**src/rtl/cpu_mem_responder_pkg.sv**
```systemverilog
// Shared types for the CPU memory responder: one-hot FSM states, request kinds,
// wait-counter sizing and the address range helper.
package cpu_mem_pkg;

    localparam int LATENCY_MAX = 15;
    localparam int CTR_W       = $clog2(LATENCY_MAX + 1);

    typedef enum logic [4:0] {
        IDLE    = 5'b00001,
        WAIT    = 5'b00010,
        ACCESS  = 5'b00100,
        CAPTURE = 5'b01000,
        RESP    = 5'b10000
    } state_e;

    typedef enum logic [1:0] {
        FETCH = 2'd0,
        LOAD  = 2'd1,
        STORE = 2'd2
    } kind_e;

    // Byte address lies inside the 4*2^addr_w byte SRAM window.
    function automatic logic addr_in_range(input logic [31:0] addr, input int addr_w);
        return (addr >> (addr_w + 2)) == 32'd0;
    endfunction

endpackage

```
**src/rtl/cpu_mem_responder_wait_ctr.sv**
```systemverilog
// Load/decrement wait-state counter; done is high whenever the count has reached zero.
module mem_wait_ctr
    import cpu_mem_pkg::*;
(
    input  logic             clk,
    input  logic             rst_n,
    input  logic             load,
    input  logic [CTR_W-1:0] load_val,
    input  logic             dec,
    output logic             done
);

    logic [CTR_W-1:0] cnt_d, cnt_q;

    // NOTE: every always_comb output gets a default first so no path leaves it unassigned (no latch).
    always_comb begin
        cnt_d = cnt_q;
        if (load) begin
            cnt_d = load_val;
        end else if (dec && cnt_q != '0) begin
            cnt_d = cnt_q - 1'b1;
        end
    end

    // NOTE: sequential state uses non-blocking assignments so all flops update together at the edge.
    always_ff @(posedge clk or negedge rst_n) begin
        if (!rst_n) begin
            cnt_q <= '0;
        end else begin
            cnt_q <= cnt_d;
        end
    end

    assign done = (cnt_q == '0);

endmodule

```
**src/rtl/cpu_mem_responder.sv**
```systemverilog
// Single-port SRAM responder serving CPU fetches, loads and stores one at a time,
// with LATENCY programmable wait states between request accept and SRAM access.
module cpu_mem_responder
    import cpu_mem_pkg::*;
#(
    parameter int ADDR_W  = 12,
    parameter int LATENCY = 2
) (
    input  logic              clk,
    input  logic              rst_n,
    input  logic [31:0]       PC,
    input  logic              Inst_Req_Valid,
    output logic              Inst_Req_Ready,
    output logic [31:0]       Instruction,
    output logic              Inst_Valid,
    input  logic              Inst_Ready,
    input  logic [31:0]       Address,
    input  logic              MemRead,
    input  logic              MemWrite,
    input  logic [31:0]       Write_data,
    input  logic [3:0]        Write_strb,
    output logic              Mem_Req_Ready,
    output logic [31:0]       Read_data,
    output logic              Read_data_Valid,
    input  logic              Read_data_Ready,
    output logic              sram_en,
    output logic [3:0]        sram_wen,
    output logic [ADDR_W-1:0] sram_addr,
    output logic [31:0]       sram_wdata,
    input  logic [31:0]       sram_rdata,
    output logic              addr_err
);

    localparam logic [CTR_W-1:0] WAIT_LOAD = (LATENCY == 0) ? '0 : CTR_W'(LATENCY - 1);

    state_e            state_d, state_q;
    kind_e             kind_d, kind_q;
    logic [ADDR_W-1:0] waddr_d, waddr_q;
    logic [31:0]       wdata_d, wdata_q;
    logic [3:0]        strb_d, strb_q;
    logic              oor_d, oor_q;
    logic [31:0]       rdata_d, rdata_q;
    logic              err_d, err_q;

    logic              data_req;
    logic [31:0]       req_addr;
    logic              ctr_load, ctr_dec, ctr_done;

    mem_wait_ctr u_wait_ctr (
        .clk      (clk),
        .rst_n    (rst_n),
        .load     (ctr_load),
        .load_val (WAIT_LOAD),
        .dec      (ctr_dec),
        .done     (ctr_done)
    );

    always_comb begin
        state_d         = state_q;
        kind_d          = kind_q;
        waddr_d         = waddr_q;
        wdata_d         = wdata_q;
        strb_d          = strb_q;
        oor_d           = oor_q;
        rdata_d         = rdata_q;
        err_d           = err_q;
        ctr_load        = 1'b0;
        ctr_dec         = 1'b0;
        Inst_Req_Ready  = 1'b0;
        Mem_Req_Ready   = 1'b0;
        sram_en         = 1'b0;
        sram_wen        = 4'b0000;
        Inst_Valid      = 1'b0;
        Read_data_Valid = 1'b0;
        data_req        = MemRead | MemWrite;
        req_addr        = data_req ? Address : PC;

        case (state_q)
            IDLE: begin
                // Readies are combinational; gating with rst_n keeps them low while reset is held.
                Mem_Req_Ready  = rst_n & data_req;
                Inst_Req_Ready = rst_n & Inst_Req_Valid & ~data_req;
                if (data_req || Inst_Req_Valid) begin
                    kind_d   = MemWrite ? STORE : (MemRead ? LOAD : FETCH);
                    waddr_d  = req_addr[ADDR_W+1:2];
                    wdata_d  = Write_data;
                    strb_d   = Write_strb;
                    oor_d    = ~addr_in_range(req_addr, ADDR_W);
                    ctr_load = 1'b1;
                    state_d  = (LATENCY > 0) ? WAIT : ACCESS;
                end
            end
            WAIT: begin
                if (ctr_done) begin
                    state_d = ACCESS;
                end else begin
                    ctr_dec = 1'b1;
                end
            end
            ACCESS: begin
                if (oor_q) begin
                    err_d = 1'b1;
                end else begin
                    sram_en  = 1'b1;
                    sram_wen = (kind_q == STORE) ? strb_q : 4'b0000;
                end
                state_d = (kind_q == STORE) ? IDLE : CAPTURE;
            end
            CAPTURE: begin
                rdata_d = oor_q ? 32'h0 : sram_rdata;
                state_d = RESP;
            end
            RESP: begin
                Inst_Valid      = (kind_q == FETCH);
                Read_data_Valid = (kind_q == LOAD);
                if ((kind_q == FETCH && Inst_Ready) || (kind_q == LOAD && Read_data_Ready)) begin
                    state_d = IDLE;
                end
            end
            default: state_d = IDLE;
        endcase
    end

    always_ff @(posedge clk or negedge rst_n) begin
        if (!rst_n) begin
            state_q <= IDLE;
            kind_q  <= FETCH;
            waddr_q <= '0;
            wdata_q <= '0;
            strb_q  <= '0;
            oor_q   <= 1'b0;
            rdata_q <= '0;
            err_q   <= 1'b0;
        end else begin
            state_q <= state_d;
            kind_q  <= kind_d;
            waddr_q <= waddr_d;
            wdata_q <= wdata_d;
            strb_q  <= strb_d;
            oor_q   <= oor_d;
            rdata_q <= rdata_d;
            err_q   <= err_d;
        end
    end

    assign Instruction = rdata_q;
    assign Read_data   = rdata_q;
    assign sram_addr   = waddr_q;
    assign sram_wdata  = wdata_q;
    assign addr_err    = err_q;

endmodule

```
**config.mk**
```make
export PLATFORM = sky130hd
export DESIGN_NAME = cpu_mem_responder
export DESIGN_NICKNAME = d
export VERILOG_FILES = /design/src/rtl/cpu_mem_responder_pkg.sv /design/src/rtl/cpu_mem_responder_wait_ctr.sv /design/src/rtl/cpu_mem_responder.sv
export SDC_FILE = /design/constraint.sdc
export NUM_CORES = 1
export LEC_CHECK = 0
export CAP_MARGIN = 15
export CELL_PAD_IN_SITES_DETAIL_PLACEMENT = 0
export CELL_PAD_IN_SITES_GLOBAL_PLACEMENT = 1
export CORE_MARGIN = 5
export CORE_UTILIZATION = 46
export DETAILED_ROUTE_END_ITERATION = 12
export DONT_BUFFER_PORTS = 1
export PLACE_DENSITY_LB_ADDON = 0.1
export SLEW_MARGIN = 20
export SYNTH_ARGS = -nofsm -noshare
export SYNTH_HDL_FRONTEND = slang
export SYNTH_SLANG_ARGS = --single-unit
```
**constraint.sdc**
```tcl
create_clock -name clk -period 2.2 [get_ports clk]
set_clock_uncertainty 0.05 [all_clocks]
set_input_delay 0.44 -clock clk [delete_from_list [all_inputs] [get_ports clk]]
set_output_delay 0.44 -clock clk [all_outputs]
set_load 0.01 [all_outputs]
```
==> flow_summary.ini <==
[outcome]
run_status = complete, but fails checks
violations = negative hold slack

[critical_path]
slowest_stage = dfrtp_2
cp_cell_sequence = or3_4 -> nor3b_4 -> nand2_2 -> nor2_4
r2r_start = state_q[4]
crit_path_end_kind = output port
crit_type = reg2out
startpoint = state_q[4]
reg2reg_depth = 4
required_ns = 1.71
cp.arrival_ns = 1.68
start_kind = flop
crit_fanout = 4
slowest_delay_ns = 0.45
r2r_slack_ns = 0.17
reg2reg_to = sram_wdata[9]

[clock_network]
cts_sinks = 93
clkTransAtPathRegs_ns = 0.10
cts_buffers = 9
cts_max_path_buffers = 2
cts_root_buffer = clkbuf_8
cts_max_level = 3
cts_tree = yes
clock_latency_ns = 0.35

[drt]
wl_mm = 9.453
dr_wl_met3_um = 750
firstDrtPassIters = 4
vias = 2647
drc = 0
detail_route.vias_per_cell = 5.515
wl_met1_mm = 3.861
post_drt_wl_per_cell_um = 19.69
wl_met2_mm = 4.766
topRoutingLayerUsed = met4
drt_iter0_markers = 136
ant_nets = 0

[synth]
ys_ff_latch = 93
async_reset_ff_share_pct = 100.0
synth_area_leaders = dfrtp_1, mux2_2, buf_4, nand2b_1, o21ai_0
synthFlopType = dfrtp_1
synth_area_mm2 = 0.004325
yosysSeqAreaShare_pct = 53.83
yosys_warnings = 0
synth-edff-count = 0
ys_top_cells_by_count = dfrtp_1, mux2_2, nand2_1
syn-num-nets = 529
syn_avg_cell_area_um2 = 11.15
synth.distinct_cells = 40
synth_cells = 388
yosys.area.top_type = dfrtp_1
synth_top_area_share_pct = 53.23
synth_most_common_cell = dfrtp_1

[timing]
fin_crit_ns = 2.171
fmax_ghz = 0.4605
relSlewSlack_pct = 52.15
finalHoldWorstSlack_ns = -0.2811
final_hold_viol_count = 93
fin_ws_ns = 0.02854
slew_violations = 0
finalSetupViolCount = 0
tightest_slew_ns = 0.7151
finalCritPeriodShare_pct = 98.70
grt_setup_unrepaired = yes

[global_route]
grt_max_degree = 95
grt_pass1_wl_mm = 14.77
grt_pass1_vias = 2804
grt_use_total_pct = 16.30
overflow = 0
antenna_found_initial = 0

[hold_path]
hp-class = in2async

[finish]
fin_nets = 505
stdcell_count = 480
n_antenna_cell = 0
syn_to_final_growth_pct = 3.587
drive_gt1_share_pct = 24.12

[die]
die_y_um = 107.0
dieArea_mm2 = 0.01144
start_util_pct = 47.03
top_level_ports = 257
die_w_um = 107.0
row_count = 35
coreArea_mm2 = 0.009196

[placed_design]
dp_slack_ns = 0.1323
dp.cells = 460
routabilityCongestion = 0.7654
io_buffers = 0
dp_hpwl_mm = 6.969

[pwr]
powerDensity_mw_per_mm2 = 1441
peakVddDrop_mv = 0.6151
p_leak_uw = 0.001871
power_uw = 6457

[flow_run]
maxCapViolCount = 0
power breakdown:
| group | total [µW] | internal, µW | switching [µW] | leakage, µW |
|---|---|---|---|---|
| registers | 3540 | 2490 | 1060 | 0.00103 |
| logic | 1830 | 1010 | 825 | 0.000743 |
| clock network | 1080 | 439 | 644 | 0.0000989 |
through the flow:
| stage | TNS, ns | instance area [µm²] | utilization [%] |
|---|---|---|---|
| 2_1_floorplan | 0 | 4325 | - |
| 3_3_place_gp | 0 | 4197 | 45.63 |
| 3_5_place_dp | 0 | 4197 | 45.63 |
| 4_1_cts | -0.003477 | 4446 | 48.34 |
| 5_1_grt | -0.1991 | 4481 | 48.72 |
| 6_report | 0 | 4481 | 48.72 |
cell families after synthesis:
| logic type | count (synthesis) | synth area share (%) |
|---|---|---|
| buffers and inverters | 55 | 9.199 |
| adder cells (fa/ha/maj) | 2 | 0.5784 |
| flip-flops | 93 | 53.83 |
| AO/OA/AOI/OAI | 59 | 7.724 |
| XOR/XNOR | 1 | 0.2025 |
| multiplexers | 50 | 12.64 |
| AND/OR/NAND/NOR | 128 | 15.82 |
registers in the layout (all words and copies together), names as in the netlist:
signal,cells
strb_q,4
state_q,5
addr_err,1
sram_addr,12
sram_wdata,32
kind_q,2
Instruction,32
u_wait_ctr.cnt_q,4
oor_q,1
routing by layer:
metal	vias up	GRT usage [%]
met3	7	5.599
met5	-	0
met4	0	5.297
li1	1241	-
met2	120	26.66
met1	1279	20.27
layout make-up:
type                            instances  area, µm²
Clock inverter                          7      67.56
Inverter                                4      15.01
Clock buffer                            9      123.9
Sequential cell                        93       2330
Tap cell                              111      138.9
Fill cell                             856       4716
Timing Repair Buffer                   16      148.9
Multi-Input combinational cell        240       1657
worst max-delay path by stage:
stage                      to
3_5_place_dp     sram_addr[2]
2_1_floorplan  Inst_Req_Ready
5_1_grt        Inst_Req_Ready
3_3_place_gp    sram_addr[11]
6_report       Inst_Req_Ready
4_1_cts        Inst_Req_Ready
timing repair:
action / in CTS / in global routing
endpoints found under the setup margin: 6 / 8
pin swaps: 2 / 7
gates resized for setup: 12 / 5
buffers inserted: 2 / 2
endpoints found under the hold margin: 93 / 93
cell usage in the layout (no fill, tap or decap), types with 2 or more instances in the layout:
cell      Yosys  routed
nor2_4        0       3
and2_4        0       4
dfrtp_1      92      91
a21oi_1      13      13
nand4b_1      2       2
mux2_2       37      37
nor4_1        8       8
clkinv_4      0       2
nand2b_1     35      35
clkbuf_8      0       9
inv_6         0       2
and3_1        2       2
a21oi_2       4       4
nand2_1      37      36
o21ai_1       4       4
ha_1          2       2
o21ai_0      31      31
nor2_1       25      22
mux2i_1      13      13
or3_1         3       3
buf_12        0       2
inv_1         4       4
buf_4        33      13
worst max-delay path: cells and delay by family (launching register included):
family / cells / cell delay [ns]
DFF: 1 / 0.45
and+or+nand+nor: 4 / 0.88
Note: power is estimated with default switching activity, not from simulation.
